===== config.mk =====
export PLATFORM = sky130hd
export DESIGN_NAME = pci_arbiter
export DESIGN_NICKNAME = d
export VERILOG_FILES = /design/src/rtl/pci_arb_pkg.sv /design/src/rtl/pci_arb_timer.sv /design/src/rtl/pci_arbiter.sv
export SDC_FILE = /design/constraint.sdc
export NUM_CORES = 1
export LEC_CHECK = 0
export CORE_UTILIZATION = 51
export CTS_CLUSTER_DIAMETER = 80
export DETAILED_ROUTE_END_ITERATION = 10
export PLACE_DENSITY = 0.87
export RECOVER_POWER = 100
export REMOVE_ABC_BUFFERS = 1
export SLEW_MARGIN = 20
export SYNTH_ARGS = -nofsm -noshare
export SYNTH_HDL_FRONTEND = slang
export SYNTH_SLANG_ARGS = --single-unit

===== constraint.sdc =====
create_clock -name clk -period 2.4 [get_ports clk]
set_clock_uncertainty 0.1 [all_clocks]
set_input_delay 0.24 -clock clk [delete_from_list [all_inputs] [get_ports clk]]
set_output_delay 0.24 -clock clk [all_outputs]
set_load 0.02 [all_outputs]

===== src/rtl/pci_arb_pkg.sv =====
// Shared types and helpers for the PCI central arbiter: FSM states and the
// round-robin winner search, sized for the largest supported master count.
package pci_arb_pkg;

    localparam int MAX_MASTERS = 8;
    localparam int IDX_W       = 3;

    typedef enum logic [1:0] {PARK, TURN, GRANTED, BUSY} arb_state_e;

    typedef struct packed {
        logic             valid;
        logic [IDX_W-1:0] idx;
    } pick_t;

    function automatic int owner_w(input int n);
        return (n > 2) ? $clog2(n) : 1;
    endfunction

    // First low bit of req_n at last+1, last+2, ... modulo n; last itself is checked last.
    function automatic pick_t rr_pick(input logic [MAX_MASTERS-1:0] req_n,
                                      input logic [IDX_W-1:0]       last,
                                      input int                     n);
        pick_t            p;
        int               j;
        logic [IDX_W-1:0] jj;
        p = '0;
        for (int i = MAX_MASTERS; i >= 1; i--) begin
            if (i <= n) begin
                j  = (int'(last) + i) % n;
                jj = IDX_W'(j);
                if (!req_n[jj]) begin
                    p.valid = 1'b1;
                    p.idx   = jj;
                end
            end
        end
        return p;
    endfunction

endpackage


===== src/rtl/pci_arb_timer.sv =====
// Grant-idle counter: counts enabled cycles up to TIMEOUT-1 and flags the
// terminal count; clear has priority over enable.
module pci_arb_timer #(
    parameter int TIMEOUT = 16
) (
    input  logic clk,
    input  logic reset_,
    input  logic clr_i,
    input  logic en_i,
    output logic tc_o
);
    localparam int CW = $clog2(TIMEOUT + 1);

    logic [CW-1:0] cnt_q;

    assign tc_o = (cnt_q == CW'(TIMEOUT - 1));

    always_ff @(posedge clk or negedge reset_) begin
        if (!reset_)               cnt_q <= '0;
        else if (clr_i)            cnt_q <= '0;
        else if (en_i && !tc_o)    cnt_q <= cnt_q + 1'b1;
    end

endmodule


===== src/rtl/pci_arbiter.sv =====
// Central PCI arbiter: round-robin grants with parking, hidden arbitration
// during busy cycles, and revocation of grants left unused for TIMEOUT cycles.
module pci_arbiter
    import pci_arb_pkg::*;
#(
    parameter int N_MASTERS   = 4,
    parameter int PARK_MASTER = 0,
    parameter int TIMEOUT     = 16
) (
    input  logic                          clk,
    input  logic                          reset_,
    input  logic [N_MASTERS-1:0]          REQ_,
    input  logic                          FRAME_,
    input  logic                          IRDY_,
    output logic [N_MASTERS-1:0]          GNT_,
    output logic [owner_w(N_MASTERS)-1:0] owner,
    output logic                          bus_busy,
    output logic                          timeout_evt
);
    localparam int               OW       = owner_w(N_MASTERS);
    localparam logic [OW-1:0]    PARK_IDX = OW'(PARK_MASTER);
    localparam logic [IDX_W-1:0] PARK_PK  = IDX_W'(PARK_MASTER);

    function automatic logic [N_MASTERS-1:0] gnt_for(input logic [OW-1:0] i);
        logic [N_MASTERS-1:0] g;
        g    = '1;
        g[i] = 1'b0;
        return g;
    endfunction

    arb_state_e             state_q;
    logic [N_MASTERS-1:0]   gnt_q;
    logic [OW-1:0]          owner_q, last_q, pend_q;
    logic                   to_park_q, busy_q, tevt_q;

    logic [MAX_MASTERS-1:0] req_pad, req_hid;
    pick_t                  pk_last, pk_own, pk_hid;
    logic                   idle, own_req, tc, drop, tmo, rearb, hid_move;

    always_comb begin
        req_pad                  = '1;
        req_pad[N_MASTERS-1:0]   = REQ_;
        req_hid                  = req_pad;
        req_hid[IDX_W'(owner_q)] = 1'b1;
        pk_last  = rr_pick(req_pad, IDX_W'(last_q), N_MASTERS);
        pk_own   = rr_pick(req_pad, IDX_W'(owner_q), N_MASTERS);
        pk_hid   = rr_pick(req_hid, IDX_W'(last_q), N_MASTERS);
        idle     = FRAME_ & IRDY_;
        own_req  = ~REQ_[owner_q];
        drop     = ~own_req & idle;
        // FRAME_ falling on the terminal-count cycle beats the timeout.
        tmo      = (state_q == GRANTED) && FRAME_ && !drop && tc;
        rearb    = ((state_q == GRANTED) && FRAME_ && (drop || tc)) ||
                   ((state_q == BUSY) && idle && !own_req);
        // Grant leaves the initiator at once; afterwards only if the new holder gives up.
        hid_move = (state_q == BUSY) && !idle && pk_hid.valid &&
                   ((owner_q == last_q) || !own_req);
    end

    pci_arb_timer #(.TIMEOUT(TIMEOUT)) u_timer (
        .clk    (clk),
        .reset_ (reset_),
        .clr_i  (state_q != GRANTED),
        .en_i   (idle),
        .tc_o   (tc)
    );

    always_ff @(posedge clk or negedge reset_) begin
        if (!reset_) begin
            state_q   <= PARK;
            gnt_q     <= gnt_for(PARK_IDX);
            owner_q   <= PARK_IDX;
            last_q    <= PARK_IDX;
            pend_q    <= PARK_IDX;
            to_park_q <= 1'b0;
            busy_q    <= 1'b0;
            tevt_q    <= 1'b0;
        end else begin
            busy_q <= ~idle;
            tevt_q <= tmo;
            if (rearb) begin
                last_q <= owner_q;
                if (!pk_own.valid && owner_q == PARK_IDX) begin
                    state_q <= PARK;
                end else begin
                    state_q   <= TURN;
                    gnt_q     <= '1;
                    pend_q    <= pk_own.valid ? OW'(pk_own.idx) : PARK_IDX;
                    to_park_q <= ~pk_own.valid;
                end
            end else begin
                case (state_q)
                    PARK: begin
                        if (!FRAME_) begin
                            state_q <= BUSY;
                            last_q  <= PARK_IDX;
                        end else if (pk_last.valid) begin
                            if (pk_last.idx == PARK_PK) begin
                                state_q <= GRANTED;
                            end else begin
                                state_q   <= TURN;
                                gnt_q     <= '1;
                                pend_q    <= OW'(pk_last.idx);
                                to_park_q <= 1'b0;
                            end
                        end
                    end
                    TURN: begin
                        gnt_q   <= gnt_for(pend_q);
                        owner_q <= pend_q;
                        state_q <= to_park_q ? PARK : GRANTED;
                    end
                    GRANTED: begin
                        if (!FRAME_) begin
                            state_q <= BUSY;
                            last_q  <= owner_q;
                        end
                    end
                    BUSY: begin
                        if (idle) begin
                            state_q <= GRANTED;
                        end else if (hid_move) begin
                            gnt_q   <= gnt_for(OW'(pk_hid.idx));
                            owner_q <= OW'(pk_hid.idx);
                        end
                    end
                    default: state_q <= PARK;
                endcase
            end
        end
    end

    assign GNT_        = gnt_q;
    assign owner       = owner_q;
    assign bus_busy    = busy_q;
    assign timeout_evt = tevt_q;

endmodule

==> qor.csv <==
metric;value;unit
largest fanout of any net on the critical path;3;
Setup Viol. Count Final;0;
fraction of registers with async set/reset;100;%
total leakage power;0.000815;uW
placer congestion estimate;1.01;
highest achievable clock rate;430;MHz
share of Yosys cell area claimed by the top area cell type;26.7;%
initial core utilization;55.9;%
Reg clk slew, reported paths;0.12;ns
I/O pin count;16;
Maximum Capacitance Violations;0;
clk buf depth;2;
hold_buf cts;0;
first-iteration detailed-routing DRC count;101;
distinct cell type count after synthesis;51;
data required time at the worst endpoint;2.49;ns
antenna violations before repair;0;
Die W;57.9;um
number of H-tree levels;1;
Syn-to-layout area delta;20.5;%
Hold Vio Cnt, Final;0;
detailed placer's ending HPWL;2860;um
power density normalized to cell area;1220;mW/mm2
worst slack at placement;-0.00366;ns
headroom to the max-slew limit;31.6;%
global-route wire length before repair;6510;um
Detailed Route WL;3890;um
average instance area after synthesis;8.81;um2
Critical Path Source Type;register;
commonest cells after routing, fill and taps aside;sky130_fd_sc_hd__dfrtp_1 (16), sky130_fd_sc_hd__nand2_1 (15), sky130_fd_sc_hd__buf_4 (15);
run status;finished with violations;
final global-route overflow total;0;
Detail Route Antenna Nets;0;
total of flip-flops plus latches after synthesis;20;
dominant synthesized flop cell;sky130_fd_sc_hd__dfrtp_1;
IO buf count;15;
number of warnings issued by yosys;0;
Pins Over Slew Limit;0;
Fillers;241;
failing checks;DRC;
fraction of final layout cells with drive strength greater than 1;22.1;%
Cells after Synth;181;
CTS tree;done;
Post-Syn Area;0.00160;mm2
cells taking the most area after synthesis;sky130_fd_sc_hd__dfrtp_1 (27%), sky130_fd_sc_hd__ha_1 (7.8%), sky130_fd_sc_hd__mux2_2 (6.4%);
combined global-route utilization of all metal layers;25.5;%
uppermost routed layer;met4;
Critical Path AT;2.42;ns
dominant cell type by area after synthesis;sky130_fd_sc_hd__dfrtp_1;
post-route DRC violation count;1;
Post-Route Setup TNS;0;ns
Crit. End Element;register;
RSZ-0062 raised after global routing;false;
met2 WL post-DR;1930;um
Avg WL per Cell;16.3;um
Cell Rows;19;
count of TritonRoute iterations in the first routing pass;11;
clock tree root buffer cell;sky130_fd_sc_hd__clkbuf_4;
antenna diode count;0;
most common cell after layout, fill and taps aside;sky130_fd_sc_hd__dfrtp_1;
Met1 Wirelength;1670;um
full die area;0.00336;mm2
total core area;0.00285;mm2
number of synthesized flops with an enable pin;0;
slew at the pin with the worst max-slew slack;1.03;ns
worst ir drop on vdd;0.000885;V
final critical-path setup slack;0.0752;ns
total number of vias;1478;
clock buffer count from CTS;3;
Period minus WS final;2.32;ns
kind of critical path;reg2reg;
via/cell ratio;6.18;
via count of the first global-routing pass;1460;
classification of the worst-slack hold path;reg2reg;
maximum number of pins on one net before global-route repair;21;
number of sinks handled by clock tree synthesis;20;
Chip Height;57.9;um
Seq/Total Area, Yosys;31.6;%
Worst-Skew Late Latency;0.32;ns
fin crit share;96.9;%
Final nets;227;
routed wire length on met3;232;um
==> per-stage QoR <==
stage                     power [uW]  util [%]  hold WS [ns]  cells  instance area (um2)
after global routing            2530      67.4         0.435    239                 1920
after detailed placement        2030      65.0         0.403    233                 1850
after floorplan                 1580         -        -0.156    170                 1540
final                           2350      67.4         0.407    239                 1920
after CTS                       2330      66.8         0.152    237                 1910
after global placement          1980      65.0         0.399    233                 1850
==> Yosys cell counts, drive strengths merged, types with 2 or more instances <==
| cell type | n |
|---|---|
| dfrtp | 17 |
| nand2 | 16 |
| o21ai | 14 |
| inv | 13 |
| nor2 | 13 |
| a21oi | 11 |
| ha | 10 |
| mux2 | 10 |
| clkbuf | 8 |
| nand3 | 6 |
| nor3 | 5 |
| a22o | 3 |
| a31o | 3 |
| a32oi | 3 |
| and2 | 3 |
| buf | 3 |
| dfstp | 3 |
| mux2i | 3 |
| nand2b | 3 |
| o22ai | 3 |
| xnor2 | 3 |
| a211oi | 2 |
| a21o | 2 |
| o221ai | 2 |
| or2 | 2 |
| xor2 | 2 |
==> per-layer routing <==
layer  track usage [%]  vias to the layer above
met5                 0                        -
met4              8.16                        0
met3              5.36                        9
met2              45.2                       55
met1              30.8                      702
li1                  -                      712
==> power breakdown <==
group          leakage (uW)  internal [uW]  switching [uW]
combinational      0.000542            721             775
sequential         0.000245            458             127
clock             0.0000279            169             105
total              0.000815           1350            1010
==> repair_timing <==
| item | CTS | global route |
|---|---|---|
| setup buffers | 0 | 2 |
| gates resized for setup | 0 | 4 |
| endpoints found under the setup margin | 0 | 7 |
==> logic make-up after synthesis <==
| logic type | count (synthesis) | share of synthesized area, % |
|---|---|---|
| and+or+nand+nor | 54 | 16.3 |
| DFF | 20 | 31.6 |
| AOI/OAI and AO/OA | 54 | 24.5 |
| buffers and inverters | 24 | 6.67 |
| adders and majority gates | 10 | 7.84 |
| muxes | 14 | 10.4 |
| xor gates and xnor gates | 5 | 2.75 |
==> worst max-delay path, stage by stage (launching register included) <==
cell and delay (ns):
sky130_fd_sc_hd__dfrtp_1 0.43, sky130_fd_sc_hd__ha_1 0.22, sky130_fd_sc_hd__and3_1 0.19, sky130_fd_sc_hd__ha_1 0.23
sky130_fd_sc_hd__a22o_1 0.26, sky130_fd_sc_hd__nand2_2 0.08, sky130_fd_sc_hd__a21oi_2 0.05, sky130_fd_sc_hd__nor2_1 0.28
sky130_fd_sc_hd__mux2_1 0.37
==> state kept, by name, indices dropped and copies added (netlist names) <==
| signal | count |
|---|---|
| to_park_q | 1 |
| state_q | 2 |
| owner | 2 |
| pend_q | 2 |
| u_timer.cnt_q | 5 |
| timeout_evt | 1 |
| GNT_ | 4 |
| bus_busy | 1 |
| last_q | 2 |
==> path summary, 6_finish.rpt <==
check	startpoint	to	slack, ns	depth (start not counted)
setup / recovery	u_timer.cnt_q[0]$_DFFE_PN0P_	pend_q[1]$_DFFE_PN0P_	0.08	8
hold / removal	GNT_[0]$_DFFE_PN0P_	GNT_[0]$_DFFE_PN0P_	0.41	1
setup reg to reg	u_timer.cnt_q[0]$_DFFE_PN0P_	pend_q[1]$_DFFE_PN0P_	0.08	8
hold reg to reg	GNT_[0]$_DFFE_PN0P_	GNT_[0]$_DFFE_PN0P_	0.41	1
max in group asynchronous	reset_	owner[1]$_DFFE_PN0P_	0.99	2
min in group asynchronous	reset_	bus_busy$_DFF_PN0_	0.50	2
==> final cells by class <==
type	instances	area (um2)	share of cell area, %
well taps	31	38.8	2.02
inverters	13	48.8	2.54
repair buffers	34	285	14.8
clock buffers	3	22.5	1.17
clock inverters	1	30.0	1.56
multi-input cells	137	992	51.6
flip-flops and latches	20	505	26.3
Power figures use the tool's default switching activity.
